## config.mk

```make
export PLATFORM = sky130hd
export DESIGN_NAME = regfile_sb
export DESIGN_NICKNAME = d
export VERILOG_FILES = /design/src/rtl/regfile_sb.sv
export SDC_FILE = /design/constraint.sdc
export NUM_CORES = 2
export LEC_CHECK = 0
export ABC_AREA = 1
export BUFFER_PORTS_ARGS = -buffer_cell sky130_fd_sc_hd__buf_4
export CAP_MARGIN = 5
export CORE_MARGIN = 4
export CORE_UTILIZATION = 39
export DETAILED_ROUTE_END_ITERATION = 16
export PLACE_DENSITY = 0.53
export SYNTH_ARGS = -nofsm -noshare
export SYNTH_HDL_FRONTEND = slang
export SYNTH_HIERARCHICAL = 1
export SYNTH_SLANG_ARGS = --single-unit
```

## constraint.sdc

```tcl
create_clock -name clk -period 1.3 [get_ports clk]
set_input_delay 0.13 -clock clk [delete_from_list [all_inputs] [get_ports clk]]
set_output_delay 0.13 -clock clk [all_outputs]
set_load 0.01 [all_outputs]
```

## src/rtl/regfile_sb.sv

```systemverilog
// Register file with NRD combinational read ports, one byte-enabled write
// port, write-to-read bypass and a per-register busy scoreboard.
// Register 0 is hardwired to zero and never reports busy.

// One read port: stored value with same-cycle write bytes merged in.
module regfile_sb_rdport #(
  parameter int DATA_W = 32,
  parameter int ADDR_W = 5
) (
  input  logic [(1<<ADDR_W)-1:0][DATA_W-1:0] regs,
  input  logic [(1<<ADDR_W)-1:0]             busy,
  input  logic [ADDR_W-1:0]                  raddr,
  input  logic                               we,
  input  logic [ADDR_W-1:0]                  waddr,
  input  logic [DATA_W/8-1:0]                wbe,
  input  logic [DATA_W-1:0]                  wdata,
  output logic [DATA_W-1:0]                  rdata,
  output logic                               rbusy
);
  localparam int NB = DATA_W / 8;

  logic byp;

  // A write landing on this address this cycle is visible immediately
  assign byp = we && (waddr == raddr) && (raddr != '0);

  // Read mux with bytewise bypass; r0 forced to zero and never busy
  always_comb begin
    rdata = '0;
    rbusy = 1'b0;
    if (raddr != '0) begin
      rdata = regs[raddr];
      if (byp) begin
        for (int b = 0; b < NB; b++)
          if (wbe[b]) rdata[8*b +: 8] = wdata[8*b +: 8];
      end
      // the clear from a completing write is forwarded, a new issue is not
      rbusy = busy[raddr] & ~byp;
    end
  end
endmodule

module regfile_sb #(
  parameter int DATA_W = 32,
  parameter int ADDR_W = 5,
  parameter int NRD    = 2
) (
  input  logic                  clk,
  input  logic                  rst,
  input  logic [NRD*ADDR_W-1:0] raddr,
  output logic [NRD*DATA_W-1:0] rdata,
  output logic [NRD-1:0]        rbusy,
  input  logic                  we,
  input  logic [ADDR_W-1:0]     waddr,
  input  logic [DATA_W/8-1:0]   wbe,
  input  logic [DATA_W-1:0]     wdata,
  input  logic                  iss,
  input  logic [ADDR_W-1:0]     iss_addr
);
  localparam int NREG = 1 << ADDR_W;
  localparam int NB   = DATA_W / 8;

  logic [NREG-1:0][DATA_W-1:0] regs;
  logic [NREG-1:0]             busy;

  // Storage and scoreboard update; issue is applied after the write clear
  // so a register retired and re-issued in one cycle stays busy
  always_ff @(posedge clk) begin
    if (rst) begin
      regs <= '0;
      busy <= '0;
    end else begin
      if (we && waddr != '0) begin
        for (int b = 0; b < NB; b++)
          if (wbe[b]) regs[waddr][8*b +: 8] <= wdata[8*b +: 8];
      end
      if (we) busy[waddr] <= 1'b0;
      if (iss && iss_addr != '0) busy[iss_addr] <= 1'b1;
    end
  end

  genvar k;
  generate
    for (k = 0; k < NRD; k++) begin : g_rd
      regfile_sb_rdport #(.DATA_W(DATA_W), .ADDR_W(ADDR_W)) u_rd (
        .regs  (regs),
        .busy  (busy),
        .raddr (raddr[k*ADDR_W +: ADDR_W]),
        .we    (we),
        .waddr (waddr),
        .wbe   (wbe),
        .wdata (wdata),
        .rdata (rdata[k*DATA_W +: DATA_W]),
        .rbusy (rbusy[k])
      );
    end
  endgenerate
endmodule
```

-- Yosys cells after proc, flatten, opt, wreduce, memory -nomap -nowiden
Cells that the tools add are included.
- memory bits (read-only): 0
- bits in latches: 0
- word-level logic and storage cells: 111
- input port bits: 60
- memory bits (writable): 0
- memories kept: 0
- output and inout port bits: 66
- register bits after elaboration: 1056
- div/mod/pow operators: 0
- bitwise gates (word level): 7
- reductions and logical operators: 12
- order comparisons: 6
- equality and inequality tests: 2
- $add $sub $neg: 0
- shift operators: 0
- $mul: 0
- mux-type cells: 51
- operators by type and width (kind ; number):
    1024-bit two-way mux ; 10
    1024-bit bitwise mux ; 4
    32-bit demux with 5-bit select ; 4
    32-bit binary-select mux with 5-bit select ; 2
    32-bit two-way mux ; 10
    8-bit two-way mux ; 9
    32-bit bitwise AND ; 1
    32-bit NOT ; 1
    32-bit OR ; 1
    5-bit by 6-bit < comparator with 1-bit output (second input constant) ; 4
    24-bit two-way mux ; 1
    5-bit nonzero test ; 4
    16-bit two-way mux ; 1
    1-bit binary-select mux with 5-bit select ; 2
    1-bit demux with 5-bit select ; 2
    5-bit equality test ; 2
    5-bit by 1-bit greater-or-equal comparator with 1-bit output (second input constant) ; 2
    1-bit logical AND ; 8
    1-bit two-way mux ; 6
    1-bit bitwise AND ; 2
    1-bit NOT ; 2

-- Longest topological paths before layout
- word-level depth: 18
- mapped depth: 16
- gate-level depth less buffers: 13

-- By module
The synthesis kept the hierarchy.
- by module, submodules not included (module ; sequential area each (um^2) ; area each (um^2) ; cells an instance ; times used):
    regfile_sb ; 21140.3 ; 42050.3 ; 6405 ; 1
    regfile_sb_rdport ; 0.0 ; 14685.3 ; 3603 ; 2

-- Worst setup path before layout
OpenSTA, ideal clock, no wires.
- kind: input to output
- from: in raddr[0]
- to: out rbusy[0]
- arrival time: 1.287 ns
- stages: 13
- setup slack: -0.117 ns
- path buffers: 4
- required time: 1.170 ns
- cells stage by stage: buf_4 > inv_4 > buf_6 > buf_6 > buf_6 > nand2_1 > nand3_1 > nand3_1 > nand3_1 > nand2_1 > o21ai_1 > nand2_1 > nor2_1
- word-level cells in the longest chain between the ends: 6
- elaborated cells on any way between the ends: 9
- classes of those cells: 1 x eq/ne; 3 x mux; 2 x bitwise; 3 x reduce/logical
- ends and longest elaborated chain (item ; RTL line ; RTL):
    start, declared ; 50 ; input logic [NRD*ADDR_W-1:0] raddr,
    branches (longest 5 deep; another with 1-bit binary-select mux with 5-bit select) ; n/a ;
    1-bit two-way mux * ; 31 ; if (raddr != '0) begin
    end, declared ; 52 ; output logic [NRD-1:0] rbusy,
Every way passes the cells marked *. The select of a mux whose other input is x is not followed.

-- Final worst setup path
- from: reg regs[693] in the netlist's numbering
- to: out rdata[53]
- word-level cells in the longest chain between the ends: 5
- ends and longest elaborated chain (item ; RTL line ; RTL):
    start, declared ; 63 ; logic [NREG-1:0][DATA_W-1:0] regs;
    start signal, assigned by index ; 75 ; if (wbe[b]) regs[waddr][8*b +: 8] <= wdata[8*b +: 8];
    32-bit binary-select mux with 5-bit select * ; 32 ; rdata = regs[raddr];
    32-bit two-way mux (implied by the code) * ; 32 ;
    8-bit two-way mux ; 35 ; if (wbe[b]) rdata[8*b +: 8] = wdata[8*b +: 8];
    32-bit two-way mux * ; 33 ; if (byp) begin
    32-bit two-way mux * ; 31 ;
    end, declared ; 51 ; output logic [NRD*DATA_W-1:0] rdata,
Every way passes the cells marked *; elsewhere a longest branch is shown, timed or not. The select of a mux whose other input is x is not followed.

==> impl_metrics.toml <==
[outcome]
outcome = "finished, violations left"
violations = "setup timing"

[die]
die_h_um = 436
coreArea_um2 = 181000
fp.dieW_um = 436
design.die.area_um2 = 190000
start_util = 0.394
num_rows = 156
pin_count = 126

[yosys]
synthAdderAreaFrac = 0
synth.most_common_cell = "nand2_1"
avgSynthCellArea_um2 = 5.25
synth_area_leaders = "dfxtp_1, nand2_1, inv_1"
yosys.area_share.simple = 0.499
synth-edff-count = 0
synth_cell_types = 24
synth_mux_area_frac = 0
synth_top_area_share = 0.296
synthTopCellsByCount = "nand2_1, inv_1, nor2_1"
synth_top_family_by_area = "simple AND/OR/NAND/NOR gates"
synthFlopType = "dfxtp_1"
synth_top_cell_by_area = "dfxtp_1"
ys_ff_latch = 1056
yosys_warnings = 6
yosysSeqAreaShare = 0.296
syn-cell-area_um2 = 71400
synth-xor-area-share = 0.000736
synth-async-reset-ratio = 0
synthCells = 13611
synth-compound-area-share = 0.0176
synth_fp_nets = 13671

[min_path]
hp-class = "in -> reg"

[power_and_ir_drop]
total_leakage_power_nw = 47.2
peakVddDrop_mv = 1.06
power_w = 0.0874
p_per_area_nw_per_um2 = 967

[finish]
regArea_um2 = 21800
final_nets = 13995
final_util = 0.498
drive_gt1_frac = 0.191
area_growth_pct = 26.5
fill_cells = 18952
multiInputGateArea_um2 = 40000

[critical_path]
critPathArrivalTime_ns = 2.15
cp_common_cell = "nand2_2"
cp_data_required_time_ns = 1.17
crit_fanout = 3
crit_path_start_kind = "register"
cp.depth = 13
rr_endpoint = "regs[752]"
slowest_stage = "dfxtp_2"
path_class = "reg -> out"
end_kind = "output port"
worstPathCellList = "inv_1, nand2_1, nand3_2, nand2_2, nand2_2, nand2_4, inv_4, nand2_4, nand2_2, nand3_2, nand2_2, inv_2, buf_6"
rrSetupSlack_ns = 0.53
startpoint = "regs[693]"
critPathCapture = "rdata[53]"
cp_top_family = "simple AND/OR/NAND/NOR gates"
r2r_start = "regs[752]"
critPathBufInv = 4
max_stage_delay_ns = 0.34
rr_worst_depth = 5

[clocking]
cts_buffers = 136
cts.sinks = 1056
htree_levels = 4
clk_latency_ns = 0.78
clk_pin_slew_ns = 0.06
root_buffer = "clkbuf_16"
clock_path_buffers = 3
cts_tree = "built"

[sta]
relSlewSlack = 0.264
fin_crit_ns = 2.28
fin_skew_ns = 0
period_share = 1.76
slew_violations = 0
worstMarginPinSlew_ns = 1.10
fmax_mhz = 438
hold_ws_ns = 0.178
timing.final.ws_setup_ns = -0.984
rsz0062_at_grt = "true"
setup_violations = 66
finalHoldViolations = 0

[routing]
dr_total_vias = 80669
via_per_inst = 4.91
drt_wl_total_mm = 300
wire_per_inst_um = 18.3
first_pass_iters = 6
route.detailed.drc = 0
antenna_left = 0
drtIter0Drc = 7509

[placed_design]
place_congestion = 0.971
portBuffers = 125
post-dp-hpwl_mm = 207
post-place-ws_ns = -1.04

[global_routing]
grt_start_max_net_pins = 78
busiest_layer = "met2"
use_met1 = 0.406
antenna_found_initial = 12
grt_pass1_wl_mm = 453
met3_usage = 0.0387
grt-ovfl-total = 0
grt_use_met2 = 0.496
grt_usage = 0.304
grt_pass1_vias = 73869

[flow_run]
drv_cap = 0
## metal layers
metal  vias to the layer above  share of wire
li1                      40236              -
met1                     37082           0.44
met2                      2782           0.45
met3                       569          0.067
met4                         0          0.043
met5                         -              0
## final cells by class
type | instances | share of cell area
Clock inverter | 32 | 0.00490
Clock buffer | 204 | 0.0466
Tap cell | 2370 | 0.0328
Antenna cell | 10 | 0.000277
Multi-Input combinational cell | 9206 | 0.442
Inverter | 2534 | 0.107
Timing Repair Buffer | 1001 | 0.125
Sequential cell | 1056 | 0.242
## where the power goes
group | internal, W | total (W) | leakage, nW | switching, W
logic | 0.00505 | 0.0146 | 36.1 | 0.00957
registers | 0.0326 | 0.0328 | 8.79 | 0.000196
clock network | 0.0244 | 0.0400 | 2.30 | 0.0156
total | 0.0620 | 0.0874 | 47.2 | 0.0254
## cell families (layout without fill, tap and decap cells)
kind of cell,Yosys count,count (layout)
and+or+nand+nor,8950,8950
buffers and inverters,3349,3771
DFF,1056,1056
AOI/OAI and AO/OA,250,250
xor gates and xnor gates,6,6
other,0,10
## layout by cell type, fill, tap and decap left out, types with 3 or more instances in the layout
master,count
a21oi_1,36
buf_12,270
buf_4,617
buf_6,65
buf_8,4
bufinv_16,11
clkbuf_1,23
clkbuf_16,145
clkbuf_8,36
clkinv_2,22
clkinvlp_4,3
dfxtp_1,519
dfxtp_2,528
dfxtp_4,9
diode_2,10
dlygate4sd3_1,45
inv_1,2266
inv_2,238
inv_4,19
inv_8,3
nand2_1,4963
nand2_2,337
nand2_4,109
nand3_1,997
nand3_2,182
nand3_4,30
nand4_1,93
nor2_1,2050
nor2_2,37
nor2_4,10
nor3_1,140
o21ai_0,181
o21ai_1,28
o21ai_2,3
xnor2_1,6
## through the flow
| stage | TNS (ns) | cell area (um2) | std cells |
|---|---|---|---|
| final | -60.62 | 90400 | 16413 |
| after global routing | -67.91 | 90400 | 16412 |
| after CTS | -64.49 | 88900 | 16389 |
| after detailed placement | -584.46 | 81400 | 16106 |
| after global placement | -586.04 | 81400 | 16106 |
| after floorplan | -2.51 | 72300 | 13611 |
## sequential cells by signal, summed over array words and instances, names as in the netlist
register	count
regs	1024
busy	32
## what timing repair did
| item | 4_1_cts | 5_1_grt |
|---|---|---|
| setup endpoints to repair | 66 | 151 |
| pin swaps | 314 | 361 |
| hold endpoints to repair | 1015 | 9 |
| buffers inserted | 6 | 13 |
| resized for setup | 1061 | 566 |
| hold buffers | 44 | 2 |
## worst min path at each step
stage	to	start	slack, ns	cells past startpoint
floorplan	regs[1000]	wdata[8]	0.26	2
global placement	regs[15]	regs[15]	0.42	2
detailed placement	regs[3]	regs[3]	0.43	2
CTS	regs[317]	wdata[29]	0.09	5
global route	regs[605]	wdata[29]	0.16	5
finish	busy[7]	we	0.18	6
## worst reg2reg max path: stages (launching register included)
cell,delay (ns)
dfxtp_4,0.35
buf_4,0.13
inv_1,0.05
nand2_1,0.05
nand2_1,0.06
nor2_1,0.03
Power figures use the tool's default switching activity.
